<file path="src/rtl/alu_pkg.sv">
// alu_pkg: opcodes, FSM state encoding and flag indices shared by the ALU arbiter
package alu_pkg;
  localparam logic [5:0] OP_PASSA = 6'h00;
  localparam logic [5:0] OP_PASSB = 6'h01;
  localparam logic [5:0] OP_AND   = 6'h02;
  localparam logic [5:0] OP_OR    = 6'h03;
  localparam logic [5:0] OP_XOR   = 6'h04;
  localparam logic [5:0] OP_NOR   = 6'h05;
  localparam logic [5:0] OP_NOT   = 6'h06;
  localparam logic [5:0] OP_SLL   = 6'h07;
  localparam logic [5:0] OP_SRL   = 6'h08;
  localparam logic [5:0] OP_ROR   = 6'h09;
  localparam logic [5:0] OP_SRA   = 6'h0A;
  localparam logic [5:0] OP_SLT   = 6'h0B;
  localparam logic [5:0] OP_ADD   = 6'h0C;
  localparam logic [5:0] OP_ADDU  = 6'h0D;
  typedef enum logic [1:0] {IDLE = 2'd0, EXEC = 2'd1, RESP = 2'd2} state_e;
  localparam int FLG_Z = 3;
  localparam int FLG_N = 2;
  localparam int FLG_C = 1;
  localparam int FLG_V = 0;
  // Only the adders report meaningful carry/overflow; other ops mask them.
  function automatic logic has_cv(input logic [5:0] op);
    return (op == OP_ADD) || (op == OP_ADDU);
  endfunction
endpackage

</file>
<file path="src/rtl/alu_arbiter_rr_arb2.sv">
// rr_arb2: combinational 2-way round-robin grant from valid and priority pointer
module rr_arb2 (
  input  logic [1:0] valid_i,
  input  logic       ptr_i,
  output logic [1:0] gnt_o,
  output logic       idx_o
);
  // Both valid: pointer decides; otherwise whichever single port is valid wins.
  always_comb begin
    idx_o = (valid_i == 2'b11) ? ptr_i : valid_i[1];
    gnt_o = (valid_i == 2'b00) ? 2'b00 : (idx_o ? 2'b10 : 2'b01);
  end
endmodule

</file>
<file path="src/rtl/alu_arbiter.sv">
// alu_arbiter: round-robin sharing of one external combinational ALU between two requesters
module alu_arbiter
  import alu_pkg::*;
#(
  parameter int EXEC_CYCLES = 1,
  parameter int OP_MAX      = 13
) (
  input  logic        clk,
  input  logic        reset,
  input  logic [1:0]  req_valid,
  output logic [1:0]  req_ready,
  input  logic [5:0]  req_op0,
  input  logic [5:0]  req_op1,
  input  logic [31:0] req_a0,
  input  logic [31:0] req_a1,
  input  logic [31:0] req_b0,
  input  logic [31:0] req_b1,
  output logic [1:0]  rsp_valid,
  input  logic [1:0]  rsp_ready,
  output logic [31:0] rsp_result,
  output logic [3:0]  rsp_flags,
  output logic        rsp_err,
  output logic [31:0] alu_op,
  output logic [31:0] alu_a,
  output logic [31:0] alu_b,
  input  logic [31:0] alu_res,
  input  logic        alu_c,
  input  logic        alu_v,
  output logic        busy
);
  state_e      state_q, state_d;
  logic        rr_ptr_q, rr_ptr_d;
  logic        owner_q, owner_d;
  logic [5:0]  op_q, op_d;
  logic [31:0] a_q, a_d, b_q, b_d;
  logic [3:0]  cnt_q, cnt_d;
  logic [31:0] result_q, result_d;
  logic [3:0]  flags_q, flags_d;
  logic        err_q, err_d;
  logic [1:0]  gnt;
  logic        gnt_idx;
  logic [5:0]  sel_op;
  logic [31:0] sel_a, sel_b;
  logic        cv;

  rr_arb2 u_arb (.valid_i(req_valid), .ptr_i(rr_ptr_q), .gnt_o(gnt), .idx_o(gnt_idx));

  // Operand mux for the port being granted this cycle.
  always_comb begin
    sel_op = gnt_idx ? req_op1 : req_op0;
    sel_a  = gnt_idx ? req_a1 : req_a0;
    sel_b  = gnt_idx ? req_b1 : req_b0;
    cv     = has_cv(op_q);
  end

  // Next-state: grant in IDLE, count and capture in EXEC, hold until consumed in RESP.
  always_comb begin
    state_d  = state_q;
    rr_ptr_d = rr_ptr_q;
    owner_d  = owner_q;
    op_d     = op_q;
    a_d      = a_q;
    b_d      = b_q;
    cnt_d    = cnt_q;
    result_d = result_q;
    flags_d  = flags_q;
    err_d    = err_q;
    case (state_q)
      IDLE: if (|req_valid) begin
        owner_d  = gnt_idx;
        rr_ptr_d = ~gnt_idx;
        cnt_d    = '0;
        if (sel_op <= 6'(OP_MAX)) begin
          op_d    = sel_op;
          a_d     = sel_a;
          b_d     = sel_b;
          state_d = EXEC;
        end else begin
          result_d = '0;
          flags_d  = '0;
          err_d    = 1'b1;
          state_d  = RESP;
        end
      end
      EXEC: if (cnt_q == 4'(EXEC_CYCLES - 1)) begin
        result_d        = alu_res;
        flags_d[FLG_Z]  = (alu_res == 32'd0);
        flags_d[FLG_N]  = alu_res[31];
        flags_d[FLG_C]  = cv & alu_c;
        flags_d[FLG_V]  = cv & alu_v;
        err_d           = 1'b0;
        state_d         = RESP;
      end else begin
        cnt_d = cnt_q + 4'd1;
      end
      RESP: state_d = rsp_ready[owner_q] ? IDLE : RESP;
      default: state_d = IDLE;
    endcase
  end

  // State and datapath registers; reset drops any in-flight request.
  always_ff @(posedge clk) begin
    if (reset) begin
      state_q  <= IDLE;
      rr_ptr_q <= 1'b0;
      owner_q  <= 1'b0;
      op_q     <= '0;
      a_q      <= '0;
      b_q      <= '0;
      cnt_q    <= '0;
      result_q <= '0;
      flags_q  <= '0;
      err_q    <= 1'b0;
    end else begin
      state_q  <= state_d;
      rr_ptr_q <= rr_ptr_d;
      owner_q  <= owner_d;
      op_q     <= op_d;
      a_q      <= a_d;
      b_q      <= b_d;
      cnt_q    <= cnt_d;
      result_q <= result_d;
      flags_q  <= flags_d;
      err_q    <= err_d;
    end
  end

  // Operand regs double as ALU drivers, so they naturally hold outside EXEC.
  always_comb begin
    req_ready  = (state_q == IDLE && !reset) ? gnt : 2'b00;
    rsp_valid  = (state_q == RESP) ? (owner_q ? 2'b10 : 2'b01) : 2'b00;
    rsp_result = result_q;
    rsp_flags  = flags_q;
    rsp_err    = err_q;
    alu_op     = {26'b0, op_q};
    alu_a      = a_q;
    alu_b      = b_q;
    busy       = (state_q != IDLE);
  end
endmodule

</file>
<file path="config.mk">
export PLATFORM = sky130hd
export DESIGN_NAME = alu_arbiter
export DESIGN_NICKNAME = d
export VERILOG_FILES = /design/src/rtl/alu_pkg.sv /design/src/rtl/alu_arbiter_rr_arb2.sv /design/src/rtl/alu_arbiter.sv
export SDC_FILE = /design/constraint.sdc
export NUM_CORES = 1
export LEC_CHECK = 0
export ABC_AREA = 0
export CORE_MARGIN = 5
export CORE_UTILIZATION = 40
export DETAILED_ROUTE_END_ITERATION = 10
export PLACE_DENSITY_LB_ADDON = 0.3
export SETUP_SLACK_MARGIN = 0.05
export SYNTH_ARGS = -nofsm -noshare
export SYNTH_HDL_FRONTEND = slang
export SYNTH_SLANG_ARGS = --single-unit
</file>
<file path="constraint.sdc">
create_clock -name clk -period 4.9 [get_ports clk]
set_input_delay 0.98 -clock clk [delete_from_list [all_inputs] [get_ports clk]]
set_output_delay 0.98 -clock clk [all_outputs]
set_load 0.02 [all_outputs]
</file>
==> results of run 1 <==
[cells by family (layout without fill, tap and decap cells)]
kind of cell               count (synthesis)  in the layout  share of synthesized area (%)
AOI/OAI and AO/OA                        253            253                           35.1
buffers and inverters                    176            405                           13.3
and+or+nand+nor                          122            122                           12.3
DFF                                      114            114                           37.9
muxes                                      4              4                          0.707
adders and majority gates                  2              2                          0.416
xor gates and xnor gates                   2              2                          0.291
other                                      1             27                         0.0623
[cell type report]
type                    instances  area (um2)  area share, %
well taps                     184         230           2.43
multi-input cells             409        3070           32.4
diodes                          1        2.50         0.0264
clock inverters                13         185           1.96
clock buffers                  19         443           4.68
flip-flops and latches        114        2280           24.1
inverters                      72         270           2.86
repair buffers                301        2980           31.5
[registers in the layout, indices dropped and copies added (netlist names)]
| name | cells |
|---|---|
| rsp_err | 1 |
| alu_a | 32 |
| rr_ptr_q | 1 |
| op_q | 6 |
| cnt_q | 4 |
| owner_q | 1 |
| alu_b | 32 |
| state_q | 2 |
| rsp_flags | 4 |
| rsp_result | 31 |
[metal layers]
metal | routed length [um] | GRT usage, % | part of all wire [%]
met1 | 8130 | 25.7 | 40
met2 | 9530 | 35.4 | 47
met3 | 1880 | 8.96 | 9.3
met4 | 671 | 9.58 | 3.3
met5 | 0 | 0 | 0
[critical path: cells and delay by family]
kind                   cells  cell delay (ns)
and+or+nand+nor            3             0.49
buffers and inverters      2             1.24
[synthesized netlist by cell type, types with 2 or more instances]
cell	instances
buf_2	19
nor2b_1	2
a211oi_2	9
nand4_1	3
and3_1	71
nor4_1	8
nand2_1	6
buf_6	2
xor2_1	2
nand2b_1	4
inv_1	72
nor3b_1	6
nor3_1	7
mux2i_1	2
a2111oi_0	59
a21boi_0	68
a211oi_1	59
a21oi_1	5
buf_4	27
a31oi_1	3
a22o_1	32
nand3_1	3
dfxtp_1	114
ha_1	2
and4b_1	2
nor2_1	7
a2111oi_2	9
clkbuf_1	55
a21o_1	2
[report_power, final]
part / switching (W) / leakage [nW] / total (W) / internal [W]
Clock: 0.000449 / 0.303 / 0.00131 / 0.000864
Combinational: 0.000316 / 2.26 / 0.000623 / 0.000307
Sequential: 0.0000314 / 0.928 / 0.00101 / 0.000981
[how the worst min path moves through the flow]
stage                           start                endpoint  slack (ns)  depth (start not counted)
6_report       alu_a[19]$_SDFFE_PP0P_  alu_a[19]$_SDFFE_PP0P_        0.46                          2
2_1_floorplan    owner_q$_SDFFE_PP0P_    owner_q$_SDFFE_PP0P_        0.46                          2
3_5_place_dp    alu_a[0]$_SDFFE_PP0P_   alu_a[0]$_SDFFE_PP0P_        0.44                          2
3_3_place_gp   alu_b[14]$_SDFFE_PP0P_  alu_b[14]$_SDFFE_PP0P_        0.44                          2
4_1_cts        alu_a[19]$_SDFFE_PP0P_  alu_a[19]$_SDFFE_PP0P_        0.45                          2
5_1_grt        alu_a[20]$_SDFFE_PP0P_  alu_a[20]$_SDFFE_PP0P_        0.47                          2
[per-stage QoR]
stage | utilization, % | setup WS [ns] | total power [W] | cell area, um2 | hold WS [ns]
5_1_grt | 64.6 | 1.14 | 0.00306 | 9470 | 0.470
4_1_cts | 64.6 | 1.22 | 0.00297 | 9460 | 0.455
6_report | 64.6 | 1.20 | 0.00295 | 9470 | 0.456
3_3_place_gp | 60.3 | 1.09 | 0.00165 | 8830 | 0.442
2_1_floorplan | - | 1.63 | 0.00136 | 6110 | 0.463
3_5_place_dp | 60.3 | 1.06 | 0.00165 | 8830 | 0.444
==> metrics.cfg, run 1 <==
[synthesis]
syn_inst = 674
synth_flop_cell = dfxtp_1
synthTopCellsByArea = dfxtp_1 38%, a2111oi_0 8.6%, a21boi_0 8.5%
syn_area_mm2 = 0.00602
async_flop_share_pct = 0
ys_ff_latch = 114
yosys_warnings = 0
synth_edf_count = 0
yosysSeqAreaShare_pct = 37.9
syn_avg_cell_area_um2 = 8.93
yosys.area.top_type = dfxtp_1
synth.distinct_cells = 43
synth.top_cell.area_share_pct = 37.9

[cells_and_area]
areaGrowthSynthToFinish_pct = 57.2
nets = 1097
final_cell_mix = 289 x clkdlybuf4s50_1, 114 x dfxtp_1, 72 x inv_1, 71 x and3_1, 68 x a21boi_0
mostFrequentLayoutCell = clkdlybuf4s50_1
layout-drive-gt1-share_pct = 7.54
final_cells = 1113
fillers = 1241

[sta]
period_needed_ns = 3.70
rsz0062_at_grt = no
max_slew.worst_pin.slew_ns = 1.07
max-slew-margin-rel_pct = 28.4
max_freq_mhz = 270
fin_crit_sh_pct = 75.5
setup_viol = 0
hold_viol = 0
slew_viol_final = 0
skew_ns = 0.00434
tns_ns = 0

[placement]
placedCellCount = 1080
dp_hpwl_um = 14200
port_buffers = 291
gp_congestion = 0.841

[worst_setup_path]
crit_slowest_cell = clkdlybuf4s50_1
r2r_cells = 6
r2r_start = state_q[0]$_SDFFE_PP0P_
cp_common_cell = clkdlybuf4s50_1
critPathKind = input pin to output pin
crit_end = req_ready[0]
cp_data_arrival_time_ns = 2.72
path_max_fanout = 4
worst_ep_required_time_ns = 3.92
rrSetupSlack_ns = 2.21
path_cells = clkdlybuf4s50_1 > nand2b_4 > and2_1 > nor3_1 > clkdlybuf4s50_1
max_stage_delay_ns = 0.64
setup.worst_path.start = req_valid[0]
r2r_end = alu_b[25]$_SDFFE_PP0P_
endpoint_kind = output pin
startpoint_type = input pin

[die]
die_h_um = 133
initial_utilization_pct = 41.1
core_area_mm2 = 0.0146
die_w_um = 133
num_rows = 44
die_area_mm2 = 0.0176
pin_count = 318

[grt]
grt_pass1_wl_um = 31500
grt_pass1_vias = 5906
grt_max_degree = 139
grt_usage_pct = 21.9
antenna_found_initial = 1
gr-total-overflow = 0

[detailed_routing]
wl_per_cell_um = 18.2
drt_iter0_drc = 349
wl_um = 20200
viasPerCell = 5.45
route.vias.total = 6066
drc = 0
firstDrtPassIters = 5
ant_nets = 0

[clock_tree]
cts_tree = yes
cts-buffers-inserted = 17
post-cts-setup-buffers = 0
clock_latency_ns = 0.41
cts_sinks = 114
htreeDepth = 4
clk_pin_slew_ns = 0.05
cts-resized-gates = 0
root_buffer = clkbuf_16
clock_path_buffers = 2
postCtsHoldBufs = 0

[pwr]
power_density_mw_per_mm2 = 311
ir_worst_vdd_mv = 0.219
p_leak_nw = 3.49

[outcome]
status = finished clean

[hold_path]
hp-class = register to register

[run]
max-cap-violations = 0

(Power assumes the default switching activity.)
==> inputs of run 2 (changes only) <==
- clock period: 4.9 -> 3.6 ns (I/O delays scaled with it)
==> metrics.cfg, run 2 (synthesis gave the netlist of run 1 again) <==
[outcome]
status = finished clean

[sta]
rsz0062_at_grt = no
period_needed_ns = 3.13
hold_viol = 0
tns_ns = 0
max_slew.worst_pin.slew_ns = 0.739
fin_crit_sh_pct = 86.9
max-slew-margin-rel_pct = 50.7
slew_viol_final = 0
fin_ws_ns = 0.472
max_freq_mhz = 320
setup_viol = 0
skew_ns = 0.00683

[die]
initial_utilization_pct = 41.1
die_area_mm2 = 0.0176
die_w_um = 133
die_h_um = 133
num_rows = 44
core_area_mm2 = 0.0146
pin_count = 318

[hold_path]
hp-start = alu_b[11]$_SDFFE_PP0P_
hp-class = register to register

[detailed_routing]
drc = 0
viasPerCell = 5.39
wl_um = 20300
route.vias.total = 6025
firstDrtPassIters = 4
ant_nets = 0
wl_per_cell_um = 18.1
drt_iter0_drc = 307

[worst_setup_path]
crit_slowest_cell = clkdlybuf4s50_1
cp_data_arrival_time_ns = 2.41
path_max_fanout = 3
worst_ep_required_time_ns = 2.88
startpoint_type = input pin
critPathKind = input pin to output pin
r2r_start = rr_ptr_q$_SDFFE_PP0P_
endpoint_kind = output pin
cp_common_cell = clkdlybuf4s50_1
path_cells = clkdlybuf4s50_1 > nand2b_4 > and2_1 > nor3_1 > clkdlybuf4s50_1
setup.worst_path.start = req_valid[0]
max_stage_delay_ns = 0.63

[cells_and_area]
fillers = 1241
nets = 1100
final_util_pct = 64.9
mostFrequentLayoutCell = clkdlybuf4s50_1
areaGrowthSynthToFinish_pct = 57.9
final_area_mm2 = 0.00951
final_cell_mix = 289 x clkdlybuf4s50_1, 114 x dfxtp_1, 72 x inv_1, 71 x and3_1, 68 x a21boi_0
layout-drive-gt1-share_pct = 7.95

[placement]
post_dp_cell_area_mm2 = 0.00889
pre_cts_slack_ns = 0.448
port_buffers = 291
gp_congestion = 0.845
dp_hpwl_um = 14500

[pwr]
power_density_mw_per_mm2 = 416
p_total_w = 0.00396
p_leak_nw = 3.51
ir_worst_vdd_mv = 0.312

[grt]
grt_max_degree = 140
grt_pass1_wl_um = 31800
grt_pass1_vias = 5918
grt_usage_pct = 22.2
antenna_found_initial = 2
gr-total-overflow = 0

[run]
max-cap-violations = 0

[clock_tree]
htreeDepth = 4
cts-buffers-inserted = 17
post-cts-setup-buffers = 0
clock_latency_ns = 0.41
cts-resized-gates = 0
clk_pin_slew_ns = 0.05
postCtsHoldBufs = 0
root_buffer = clkbuf_16
cts_tree = yes
clock_path_buffers = 2
cts_sinks = 114

[run 2: changes by cell type in the layout (fill, tap and decap cells not counted)]
cell | previous run | this run
clkinv_4 | 4 | 5
buf_12 | 0 | 3
clkinvlp_4 | 2 | 3
clkinv_2 | 3 | 2
clkbuf_1 | 1 | 0
bufinv_16 | 4 | 3
clkbuf_8 | 1 | 0
inv_6 | 0 | 2
diode_2 | 1 | 2
[run 2: worst paths after layout]
check / end / slack [ns] / cells after the start
worst min register to register: alu_b[11]$_SDFFE_PP0P_ / 0.45 / 2
worst min-delay path: alu_b[11]$_SDFFE_PP0P_ / 0.45 / 2
worst max-delay path: req_ready[0] / 0.47 / 5
worst max register to register: alu_a[21]$_SDFFE_PP0P_ / 1.36 / 7
[run 2: report_power, final]
part | total [W] | leakage (nW) | switching, W | internal, W
clock | 0.00172 | 0.290 | 0.000625 | 0.00109
combinational | 0.000860 | 2.29 | 0.000434 | 0.000426
sequential | 0.00138 | 0.928 | 0.0000426 | 0.00133
total | 0.00396 | 3.51 | 0.00110 | 0.00285
[run 2: area by class of cell]
| type | count | area [um2] | share of cell area, % |
|---|---|---|---|
| clock inverters | 15 | 184 | 1.93 |
| diodes | 2 | 5.00 | 0.0526 |
| inverters | 72 | 270 | 2.84 |
| flip-flops and latches | 114 | 2280 | 24.0 |
| multi-input cells | 409 | 3070 | 32.3 |
| clock buffers | 17 | 425 | 4.47 |
| repair buffers | 304 | 3040 | 32.0 |
| well taps | 184 | 230 | 2.42 |
[run 2: worst max-delay path, delay by kind of cell]
kind                   cells  cell delay, ns
buffers and inverters      2            1.23
AND/OR/NAND/NOR            3            0.46
[run 2: routing by layer]
| layer | wire [um] | vias up | GRT usage [%] |
|---|---|---|---|
| met5 | 0 | - | 0 |
| met4 | 548 | 0 | 9.06 |
| met3 | 1690 | 35 | 8.12 |
| met2 | 9590 | 247 | 35.5 |
| met1 | 8440 | 2766 | 27.1 |
| li1 | - | 2977 | - |
[run 2: per-stage QoR]
step | instances | hold WS, ns
floorplan | 699 | 0.463
finish | 1117 | 0.452
detailed placement | 1083 | 0.443
CTS | 1115 | 0.456
global placement | 1083 | 0.442
global route | 1117 | 0.471
==> inputs of run 3 (changes only) <==
- CORE_MARGIN: 5 -> 4
- CORE_UTILIZATION: 40 -> 37
- GPL_ROUTABILITY_DRIVEN: not set -> 0
- SYNTH_HIERARCHICAL: not set -> 1
==> metrics.cfg, run 3 <==
[synthesis]
synth_flop_cell = dfxtp_1
synthMuxAreaShare_pct = 13.8
synth-xor-area-share_pct = 0.340
syn_area_mm2 = 0.00515
yosysSeqAreaShare_pct = 44.3
synth.top_cell.area_share_pct = 44.3
synth-simple-area-share_pct = 6.19
synth_most_common_cell = dfxtp_1
synth_compound_area_share_pct = 24.8
netlist_top_cells_count = 114 x dfxtp_1, 75 x a21oi_1, 70 x mux2i_1
synthTopCellsByArea = dfxtp_1 44%, mux2i_1 14%, a211oi_1 9.9%
synth-adder-area-share_pct = 0.485
ys_ff_latch = 114
yosys_warnings = 6
synth_top_family_by_area = compound AO/OA/AOI/OAI gates
syn_avg_cell_area_um2 = 10.0
syn_inst = 513
async_flop_share_pct = 0
synth_edf_count = 0
yosys.area.top_type = dfxtp_1
synth.distinct_cells = 45

[worst_setup_path]
path_max_fanout = 5
rrSetupSlack_ns = 1.50
cp_data_arrival_time_ns = 2.26
critPathKind = input pin to output pin
r2r_start = rr_ptr_q$_SDFFE_PP0P_
r2r_cells = 8
endpoint_kind = output pin
startpoint_type = input pin
worst_ep_required_time_ns = 2.88
r2r_end = alu_b[15]$_SDFFE_PP0P_

[detailed_routing]
top_layer = met4
ant_nets = 0
wl_um = 17600
drt_iter0_drc = 238
route.vias.total = 5029
wl_met1_um = 6540
drc = 0
firstDrtPassIters = 4
wl_met2_um = 8790
viasPerCell = 5.17
wl_met3_um = 1840
wl_per_cell_um = 18.2

[sta]
rsz0062_at_grt = no
skew_ns = 0.0100
hold_viol = 0
slew_viol_final = 0
fin_crit_sh_pct = 82.7
setup_viol = 0
max_freq_mhz = 336
holdWs_ns = 0.472
tns_ns = 0
period_needed_ns = 2.98
max_slew.worst_pin.slew_ns = 0.887
max-slew-margin-rel_pct = 40.8

[pwr]
clockPowerShare_pct = 42.7
p_leak_nw = 3.12
p_seq_share_pct = 35.3
switching_share_pct = 26.2
intPower_w = 0.00289
power_density_mw_per_mm2 = 456
switchingPower_w = 0.00103
ir_worst_vdd_mv = 0.303
p_total_w = 0.00392
comb_power_share_pct = 22.0

[cells_and_area]
fillers = 1166
final_area_mm2 = 0.00860
layout-drive-gt1-share_pct = 6.67
final_cells = 972
final_cell_mix = 290 x clkdlybuf4s50_1, 114 x dfxtp_1, 75 x a21oi_1, 70 x mux2i_1, 68 x a211oi_1
areaGrowthSynthToFinish_pct = 66.9
nets = 964
mostFrequentLayoutCell = clkdlybuf4s50_1

[grt]
grt_max_degree = 84
gr-total-overflow = 0
grt_usage_pct = 21.1
grt_pass1_vias = 5147
grt_pass1_wl_um = 26900
antenna_found_initial = 1

[clock_tree]
htreeDepth = 4
clk_pin_slew_ns = 0.05
post-cts-setup-buffers = 0
clock_latency_ns = 0.40
cts-buffers-inserted = 17
cts_tree = yes
clock_path_buffers = 2
cts_sinks = 114
postCtsHoldBufs = 0
root_buffer = clkbuf_16
cts-resized-gates = 0

[die]
core_area_mm2 = 0.0135
die_h_um = 126
num_rows = 42
pin_count = 318
initial_utilization_pct = 38.3
die_w_um = 126
die_area_mm2 = 0.0159

[hold_path]
hp-start = rsp_result[3]$_SDFFE_PP0P_
min_to = rsp_result[3]$_SDFFE_PP0P_
hp-class = register to register
hold_depth = 1

[outcome]
status = finished clean

[placement]
post_dp_cell_area_mm2 = 0.00800
port_buffers = 291
placedCellCount = 939
dp_hpwl_um = 13200

[run]
max-cap-violations = 0

-- run 3: cell types whose count changed after synthesis, moves of 59 or more --
cell / change
a21boi_0: -67
a21oi_1: +70
inv_1: -66
and3_1: -70
mux2i_1: +68
a2111oi_0: -59
-- run 3: area by class of cell --
type / count / area, um2 / share of cell area, %
Antenna cell: 1 / 2.50 / 0.0291
Clock buffer: 22 / 464 / 5.40
Clock inverter: 10 / 133 / 1.54
Inverter: 6 / 22.5 / 0.262
Multi-Input combinational cell: 342 / 2470 / 28.7
Sequential cell: 114 / 2280 / 26.5
Tap cell: 176 / 220 / 2.56
Timing Repair Buffer: 301 / 3010 / 35.0
-- run 3: metrics by stage --
step | worst slack (ns) | util, %
6_report | 0.621 | 63.9
4_1_cts | 0.605 | 63.9
2_1_floorplan | 1.34 | -
3_5_place_dp | 0.621 | 59.5
3_3_place_gp | 0.660 | 59.5
5_1_grt | 0.535 | 63.9
-- run 3: logic make-up after synthesis --
logic type | count (synthesis)
xor gates and xnor gates | 2
AOI/OAI and AO/OA | 187
other | 1
adders and majority gates | 2
DFF | 114
and+or+nand+nor | 54
buffers and inverters | 82
muxes | 71
-- run 3: worst max path at each step --
stage | startpoint | end | slack (ns) | cells after the start
floorplan | reset | req_ready[0] | 1.34 | 4
global placement | req_valid[0] | req_ready[0] | 0.66 | 4
detailed placement | req_valid[0] | req_ready[0] | 0.62 | 4
CTS | req_valid[0] | req_ready[0] | 0.60 | 4
global route | req_valid[0] | req_ready[0] | 0.53 | 4
finish | req_valid[0] | req_ready[0] | 0.62 | 4
-- run 3: metal layers --
layer  GRT usage [%]  up-vias
met5               0        -
met4            8.96        0
met3            9.31       29
met1            22.6     2352
met2            36.2      243
li1                -     2405
-- run 3: power groups by stage --
stage               registers, W  clock network, W  logic (W)
floorplan                0.00149                 0   0.000380
global route             0.00139           0.00178   0.000919
CTS                      0.00138           0.00172   0.000867
global placement         0.00140                 0   0.000850
finish                   0.00138           0.00168   0.000861
detailed placement       0.00141                 0   0.000865
-- run 3: worst max-delay path: stages --
cell	delay [ns]
clkdlybuf4s50_1	0.58
a21boi_0	0.20
and2_1	0.16
clkdlybuf4s50_1	0.60
